==> config.mk <==
export PLATFORM = sky130hd
export DESIGN_NAME = network_link_pipe
export DESIGN_NICKNAME = d
export VERILOG_FILES = /design/src/rtl/network_link_pipe.sv
export SDC_FILE = /design/constraint.sdc
export NUM_CORES = 1
export LEC_CHECK = 0
export ABC_AREA = 0
export CAP_MARGIN = 20
export CORE_MARGIN = 2
export CORE_UTILIZATION = 33
export CTS_BUF_LIST = sky130_fd_sc_hd__clkbuf_8
export DETAILED_ROUTE_END_ITERATION = 10
export HOLD_SLACK_MARGIN = 0.03
export PLACE_DENSITY_LB_ADDON = 0.1
export SYNTH_ARGS = -nofsm -noshare
export SYNTH_HDL_FRONTEND = slang
export SYNTH_SLANG_ARGS = --single-unit
==> constraint.sdc <==
create_clock -name clk -period 0.8 [get_ports clk]
set_input_delay 0.16 -clock clk [delete_from_list [all_inputs] [get_ports clk]]
set_output_delay 0.16 -clock clk [all_outputs]
set_load 0.05 [all_outputs]
==> src/rtl/network_link_pipe.sv <==
// network_link_pipe
//
// Pipelined router-to-router link. The channel travels downstream through
// fwd_stages registers and the credit bundle travels upstream through
// rev_stages registers. A stage count of 0 turns that direction into a wire.
// There is no stall: credit flow control guarantees the far end always
// accepts, so every stage reloads every cycle.
//
// Vectors use MSB-first numbering [0:w-1]:
//   channel bit link_ctrl_width           flit valid
//   next vc_idx_width channel bits        flit VC
//   flow_ctrl bit 0                       credit valid
//   flow_ctrl bits 1..vc_idx_width        credit VC
//
// Optional feature macro: LINK_CREDIT_CHECK_EN
//   When defined, one credit counter per VC watches the link inputs and raises
//   a sticky error on overflow or underflow. When undefined, error is 0.
//
// Ports:
//   clk            single clock
//   reset          asynchronous, active-low reset
//   channel_in     channel from the upstream router output port
//   channel_out    channel to the downstream router input port
//   flow_ctrl_in   credits from the downstream router
//   flow_ctrl_out  credits to the upstream router
//   link_idle      no flit or credit in flight (and all counters 0 if checked)
//   error          sticky credit-protocol violation

module network_link_pipe #(
    parameter  int num_vcs         = 4,
    parameter  int buffer_size     = 8,
    parameter  int link_ctrl_width = 0,
    localparam int vc_idx_width    = $clog2(num_vcs),
    parameter  int flit_ctrl_width = 1 + vc_idx_width + 2,
    parameter  int flit_data_width = 64,
    parameter  int fwd_stages      = 1,
    parameter  int rev_stages      = 1,
    localparam int channel_width   = link_ctrl_width + flit_ctrl_width + flit_data_width,
    localparam int flow_ctrl_width = 1 + vc_idx_width
) (
    input  logic                       clk,
    input  logic                       reset,
    input  logic [0:channel_width-1]   channel_in,
    output logic [0:channel_width-1]   channel_out,
    input  logic [0:flow_ctrl_width-1] flow_ctrl_in,
    output logic [0:flow_ctrl_width-1] flow_ctrl_out,
    output logic                       link_idle,
    output logic                       error
);

    // Credits per VC must be a whole number of at least one.
    if ((buffer_size % num_vcs) != 0 || buffer_size < num_vcs) begin : g_bad_credit_cfg
        $error("network_link_pipe: buffer_size must be a positive multiple of num_vcs");
    end

    logic w_fwd_busy;
    logic w_rev_busy;
    logic w_cnt_busy;

    // Forward (channel) path
    if (fwd_stages == 0) begin : g_fwd_pass
        assign channel_out = channel_in;
        assign w_fwd_busy  = channel_in[link_ctrl_width];
    end else begin : g_fwd_pipe
        logic [0:channel_width-1] r_fwd [fwd_stages];

        always_ff @(posedge clk or negedge reset) begin
            if (!reset) begin
                for (int i = 0; i < fwd_stages; i++) r_fwd[i] <= '0;
            end else begin
                r_fwd[0] <= channel_in;
                for (int i = 1; i < fwd_stages; i++) r_fwd[i] <= r_fwd[i-1];
            end
        end

        assign channel_out = r_fwd[fwd_stages-1];

        always_comb begin
            w_fwd_busy = 1'b0;
            for (int i = 0; i < fwd_stages; i++) w_fwd_busy = w_fwd_busy | r_fwd[i][link_ctrl_width];
        end
    end

    // Reverse (credit) path
    if (rev_stages == 0) begin : g_rev_pass
        assign flow_ctrl_out = flow_ctrl_in;
        assign w_rev_busy    = flow_ctrl_in[0];
    end else begin : g_rev_pipe
        logic [0:flow_ctrl_width-1] r_rev [rev_stages];

        always_ff @(posedge clk or negedge reset) begin
            if (!reset) begin
                for (int i = 0; i < rev_stages; i++) r_rev[i] <= '0;
            end else begin
                r_rev[0] <= flow_ctrl_in;
                for (int i = 1; i < rev_stages; i++) r_rev[i] <= r_rev[i-1];
            end
        end

        assign flow_ctrl_out = r_rev[rev_stages-1];

        always_comb begin
            w_rev_busy = 1'b0;
            for (int i = 0; i < rev_stages; i++) w_rev_busy = w_rev_busy | r_rev[i][0];
        end
    end

`ifdef LINK_CREDIT_CHECK_EN
    localparam int credits_per_vc = buffer_size / num_vcs;
    localparam int cnt_width      = $clog2(credits_per_vc + 1);
    localparam logic [cnt_width-1:0] CNT_MAX = cnt_width'(credits_per_vc);

    logic [cnt_width-1:0]    r_cnt [num_vcs];
    logic                    r_error;
    logic                    w_flit_v;
    logic                    w_cred_v;
    logic [vc_idx_width-1:0] w_flit_vc;
    logic [vc_idx_width-1:0] w_cred_vc;
    logic [num_vcs-1:0]      w_inc;
    logic [num_vcs-1:0]      w_dec;

    // Counters watch the link inputs, so they track credits owed regardless of
    // how deep either pipeline is.
    assign w_flit_v  = channel_in[link_ctrl_width];
    assign w_flit_vc = channel_in[link_ctrl_width+1 +: vc_idx_width];
    assign w_cred_v  = flow_ctrl_in[0];
    assign w_cred_vc = flow_ctrl_in[1 +: vc_idx_width];

    always_comb begin
        w_inc = '0;
        w_dec = '0;
        for (int v = 0; v < num_vcs; v++) begin
            w_inc[v] = w_flit_v && (w_flit_vc == vc_idx_width'(v));
            w_dec[v] = w_cred_v && (w_cred_vc == vc_idx_width'(v));
        end
    end

    // A flit and a credit on the same VC cancel. On a violation the counter
    // holds (saturates) and the error latches until reset.
    always_ff @(posedge clk or negedge reset) begin
        if (!reset) begin
            for (int v = 0; v < num_vcs; v++) r_cnt[v] <= '0;
            r_error <= 1'b0;
        end else begin
            for (int v = 0; v < num_vcs; v++) begin
                if (w_inc[v] && !w_dec[v]) begin
                    if (r_cnt[v] == CNT_MAX) r_error <= 1'b1;
                    else                     r_cnt[v] <= r_cnt[v] + 1'b1;
                end else if (w_dec[v] && !w_inc[v]) begin
                    if (r_cnt[v] == '0) r_error <= 1'b1;
                    else                r_cnt[v] <= r_cnt[v] - 1'b1;
                end
            end
        end
    end

    always_comb begin
        w_cnt_busy = 1'b0;
        for (int v = 0; v < num_vcs; v++) begin
            if (r_cnt[v] != '0) w_cnt_busy = 1'b1;
        end
    end

    assign error = r_error;
`else
    assign w_cnt_busy = 1'b0;
    assign error      = 1'b0;
`endif

    assign link_idle = !(w_fwd_busy || w_rev_busy || w_cnt_busy);

endmodule
== Word-level counts from Yosys, hierarchy flattened ==
Index checks and enable logic that the tools add are counted.
Cells by class
  reduce and logical (&&, ||, !) cells: 2
Operators with widths (number)
  $logic_not 1->1: 1
  $logic_or 1x1->1: 1
Storage, ports and cells
  flip-flop bits (word level): 72
  input port bits: 74
  output and inout port bits: 74
  word-level logic and storage cells: 4

== Logic depth before layout (Yosys ltp) ==
  depth after elaboration: 2
  depth in mapped cells: 1
  mapped depth without buffers: 1

== Worst setup path before layout ==
OpenSTA, ideal clock, no wires.
  path type: flip-flop to output port
  start: register g_rev_pipe.r_rev, in the netlist flow_ctrl_out[0]
  end: output link_idle
  arrival time: 1280 ps
  data required time: 640 ps
  path slack: -640 ps
  stages on the path, launching flop included: 2
  path buffers: 0
  cell sequence: dfrtp_1 > nor2_1
Between the ends
  word-level cells in the longest chain between the ends: 2
RTL lines
  start: declaration: line 89  | logic [0:flow_ctrl_width-1] r_rev [rev_stages];
  $logic_or 1x1->1: line 170  | assign link_idle = !(w_fwd_busy || w_rev_busy || w_cnt_busy);
  $logic_not 1->1: line 170
  end: declaration: line 47  | output logic link_idle,
Every way passes these cells.

== Worst setup path in the final report ==
  start: register g_fwd_pipe.r_fwd, in the netlist channel_out[0]
  end: output link_idle
Between the ends
  word-level cells in the longest chain between the ends: 2
RTL lines
  start: declaration: line 65  | logic [0:channel_width-1] r_fwd [fwd_stages];
  $logic_or 1x1->1: line 170
  $logic_not 1->1: line 170
Every way passes these cells.

==> results_tabular.tex <==
\begin{tabular}{lr}
\hline
Metric & Value \\
\hline
\multicolumn{2}{l}{\textbf{Drt}} \\
\quad Wire length after detailed routing & 4880 µm \\
\quad Number of design rule violations left after detail routing & 0 \\
\quad Antenna viol nets, final & 0 \\
\quad 1st-iter DRT viols & 51 \\
\quad Average routed wire per standard cell & 15.7 µm \\
\quad Total number of vias & 1252 \\
\quad Via count normalized by instance count & 4.04 \\
\quad Drt pass-1 iters & 4 \\
\multicolumn{2}{l}{\textbf{GRT}} \\
\quad Maximum number of pins on one net before global-route repair & 73 \\
\quad Grt total ovfl & 0 \\
\quad Global-route wire length before repair & 7650 µm \\
\quad Via count of the first global-routing pass & 1401 \\
\quad Number of antenna violations at the first check in global routing & 0 \\
\quad Total routing usage reported by global routing & 17.7\% \\
\multicolumn{2}{l}{\textbf{Layout}} \\
\quad Final Core Density & 80.4\% \\
\quad Layout-stage area growth over the synthesis result & 139\% \\
\quad Count of filler cells inserted in the layout & 295 \\
\quad \# diodes & 0 \\
\quad Final net count & 307 \\
\quad Area of all sequential standard cells & 1800 µm² \\
\quad Area taken by multi-input logic gates & 15.0 µm² \\
\quad Share of layout cells above drive strength 1 & 39.1\% \\
\quad Layout Cells excl Fill & 310 \\
\multicolumn{2}{l}{\textbf{Pwr}} \\
\quad Logic gate share of total power & 21.8\% \\
\quad LEAKAGE & 0.00194 µW \\
\quad Internal power contribution & 6630 µW \\
\quad Sequential group share of total power & 44.8\% \\
\quad Total power per unit cell area & 2050 nW/µm² \\
\quad Switching share of total power & 25.5\% \\
\quad Worst IR drop on VDD & 0.00141 V \\
\quad Sw power & 2270 µW \\
\quad Pwr Total & 8900 µW \\
\quad Clock network fraction of total power & 33.4\% \\
\multicolumn{2}{l}{\textbf{Run status}} \\
\quad Violations in the final reports & setup timing \\
\quad Run status & finished, violations left \\
\multicolumn{2}{l}{\textbf{Critical path}} \\
\quad Critical path arrival & 1.04 ns \\
\quad Critical-path cell with the highest stage delay & sky130\_fd\_sc\_hd\_\_dfrtp\_2 \\
\quad Launching element type of the critical path & register \\
\quad Critical path required time & 0.64 ns \\
\quad Classification of the worst setup path & reg -> out \\
\quad Worst-path fanout max & 2 \\
\quad Cell-by-cell listing of the critical path & nor2\_4 > buf\_12 \\
\quad Maximum single-stage delay on the critical path & 0.44 ns \\
\quad Kind of end point of the critical path & output pin \\
\multicolumn{2}{l}{\textbf{Floorplanning}} \\
\quad Std-Cell Rows & 27 \\
\quad Total I/O pin count & 148 \\
\quad Height of the die & 78.2 µm \\
\quad Starting utilization of the core area & 33.6\% \\
\quad Core region area & 5410 µm² \\
\quad Horizontal die dimension & 78.2 µm \\
\quad Die Footprint & 6110 µm² \\
\multicolumn{2}{l}{\textbf{Timing}} \\
\quad Share of the clock period used by the worst path & 150\% \\
\quad RSZ-0062 raised after global routing & true \\
\quad Post-layout min period & 1.20 ns \\
\quad Achievable frequency & 834 MHz \\
\quad Total negative slack & -18.04 ns \\
\quad Max Slew Vio Count & 0 \\
\quad Slack of the critical path & -0.400 ns \\
\quad Final hold viol count & 0 \\
\quad Final setup viols & 73 \\
\multicolumn{2}{l}{\textbf{Logic synthesis}} \\
\quad Post-synthesis async set-or-reset flop share & 100\% \\
\quad Synthesized net count & 149 \\
\quad Commonest cells in the netlist & sky130\_fd\_sc\_hd\_\_dfrtp\_1, sky130\_fd\_sc\_hd\_\_buf\_4, sky130\_fd\_sc\_hd\_\_conb\_1, sky130\_fd\_sc\_hd\_\_nor2\_1 \\
\quad Largest area contributor in the netlist & sky130\_fd\_sc\_hd\_\_dfrtp\_1 \\
\quad Area fraction of the dominant cell type after synthesis & 99.2\% \\
\quad Register area share after synthesis & 99.2\% \\
\quad Number of distinct library cells after synthesis & 4 \\
\quad Leading cell types by total area after synthesis & sky130\_fd\_sc\_hd\_\_dfrtp\_1, sky130\_fd\_sc\_hd\_\_buf\_4, sky130\_fd\_sc\_hd\_\_conb\_1 \\
\quad Instance count of the mapped netlist & 75 \\
\quad Number of synthesized flops with an enable pin & 0 \\
\quad Predominant post-synthesis flop cell & sky130\_fd\_sc\_hd\_\_dfrtp\_1 \\
\quad Mean Syn Cell Area & 24.2 µm² \\
\quad Post-Synthesis Cell Area & 1820 µm² \\
\quad FF+latch count, synth & 72 \\
\quad Most common cell in the netlist & sky130\_fd\_sc\_hd\_\_dfrtp\_1 \\
\quad Number of warnings issued by yosys & 0 \\
\multicolumn{2}{l}{\textbf{Clock tree}} \\
\quad Number of sinks on the clock net & 72 \\
\quad CTS Buf Count & 9 \\
\quad Clock slew seen by the registers of the worst setup and hold paths & 0.07 ns \\
\quad Clk root buf & sky130\_fd\_sc\_hd\_\_clkbuf\_8 \\
\quad CTS max path bufs & 2 \\
\quad H-tree Lvls & 3 \\
\quad Clock tree from TritonCTS & yes \\
\quad Resized cells post-CTS & 0 \\
\multicolumn{2}{l}{\textbf{Hold path}} \\
\quad Worst hold-check path type & in -> reg \\
\quad Worst Hold Path Cells & 1 \\
\multicolumn{2}{l}{\textbf{Placement}} \\
\quad PortBufs & 146 \\
\quad Gpl congestion & 0.672 \\
\quad Number of cells after detailed placement & 293 \\
\multicolumn{2}{l}{\textbf{Job}} \\
\quad Number of max-capacitance violations reported & 0 \\
\hline
\end{tabular}
-- registers in the layout, indices dropped and copies added (netlist names) --
| name | flops |
|---|---|
| channel_out | 69 |
| flow_ctrl_out | 3 |
-- stage by stage --
| stage | setup WS [ns] | cell area (µm²) | hold WS (ns) |
|---|---|---|---|
| floorplan | -0.190 | 1830 | -0.136 |
| global placement | -0.0442 | 4120 | 0.202 |
| detailed placement | -0.0505 | 4120 | 0.209 |
| CTS | -0.420 | 4340 | 0.245 |
| global route | -0.441 | 4340 | 0.240 |
| finish | -0.400 | 4340 | 0.259 |
-- cells by family after synthesis --
logic type | count (synthesis) | share of synthesized area, %
DFF | 72 | 99.2
and+or+nand+nor | 1 | 0.206
buffers and inverters | 1 | 0.413
other | 1 | 0.206
-- power groups by stage --
| stage | Clock, µW | Sequential (µW) | Combinational [µW] |
|---|---|---|---|
| after global placement | 0 | 4050 | 1930 |
| after CTS | 3060 | 3990 | 1960 |
| after global routing | 3250 | 4000 | 2000 |
| final | 2970 | 3990 | 1940 |
| after detailed placement | 0 | 4060 | 1950 |
| after floorplan | 0 | 4620 | 26.2 |
-- cell type report --
| type | instances | area share, % |
|---|---|---|
| Tap cell | 72 | 2.07 |
| Timing Repair Buffer | 148 | 51.0 |
| Clock inverter | 3 | 0.893 |
| Clock buffer | 13 | 4.12 |
| Sequential cell | 72 | 41.5 |
| Multi-Input combinational cell | 2 | 0.346 |
-- repair_timing --
action,4_1_cts,5_1_grt
setup endpoints to repair,73,73
buffers inserted,0,0
hold endpoints to repair,72,0
pin swaps,1,1
hold buffers,1,0
-- path summary, 6_finish.rpt --
check,start,endpoint,slack [ns]
min in group asynchronous,reset,channel_out[57],0.37
min,channel_in[57],channel_out[57],0.26
max in group asynchronous,reset,channel_out[34],0.13
max,channel_out[0],link_idle,-0.40
-- metal layers --
metal / vias to the layer above / global-route usage, % / wire [µm]
met5: - / 0 / 0
met4: 0 / 8.42 / 53
met3: 4 / 10.5 / 668
met2: 93 / 29.2 / 2650
met1: 613 / 17.7 / 1500
li1: 542 / - / -
-- critical path: cells and delay by family (launching register included) --
kind / cells / cell delay, ns
buffers and inverters: 1 / 0.14
flip-flops: 1 / 0.44
AND/OR/NAND/NOR: 1 / 0.13
-- cells in the final DEF, fill, tap and decap left out, drive strengths merged --
cell type / n
buf: 75
bufinv: 1
clkbuf: 13
clkdlybuf4s50: 72
clkinv: 1
conb: 1
dfrtp: 72
dlygate4sd3: 1
inv: 1
nor2: 1
Power figures use the tool's default switching activity.
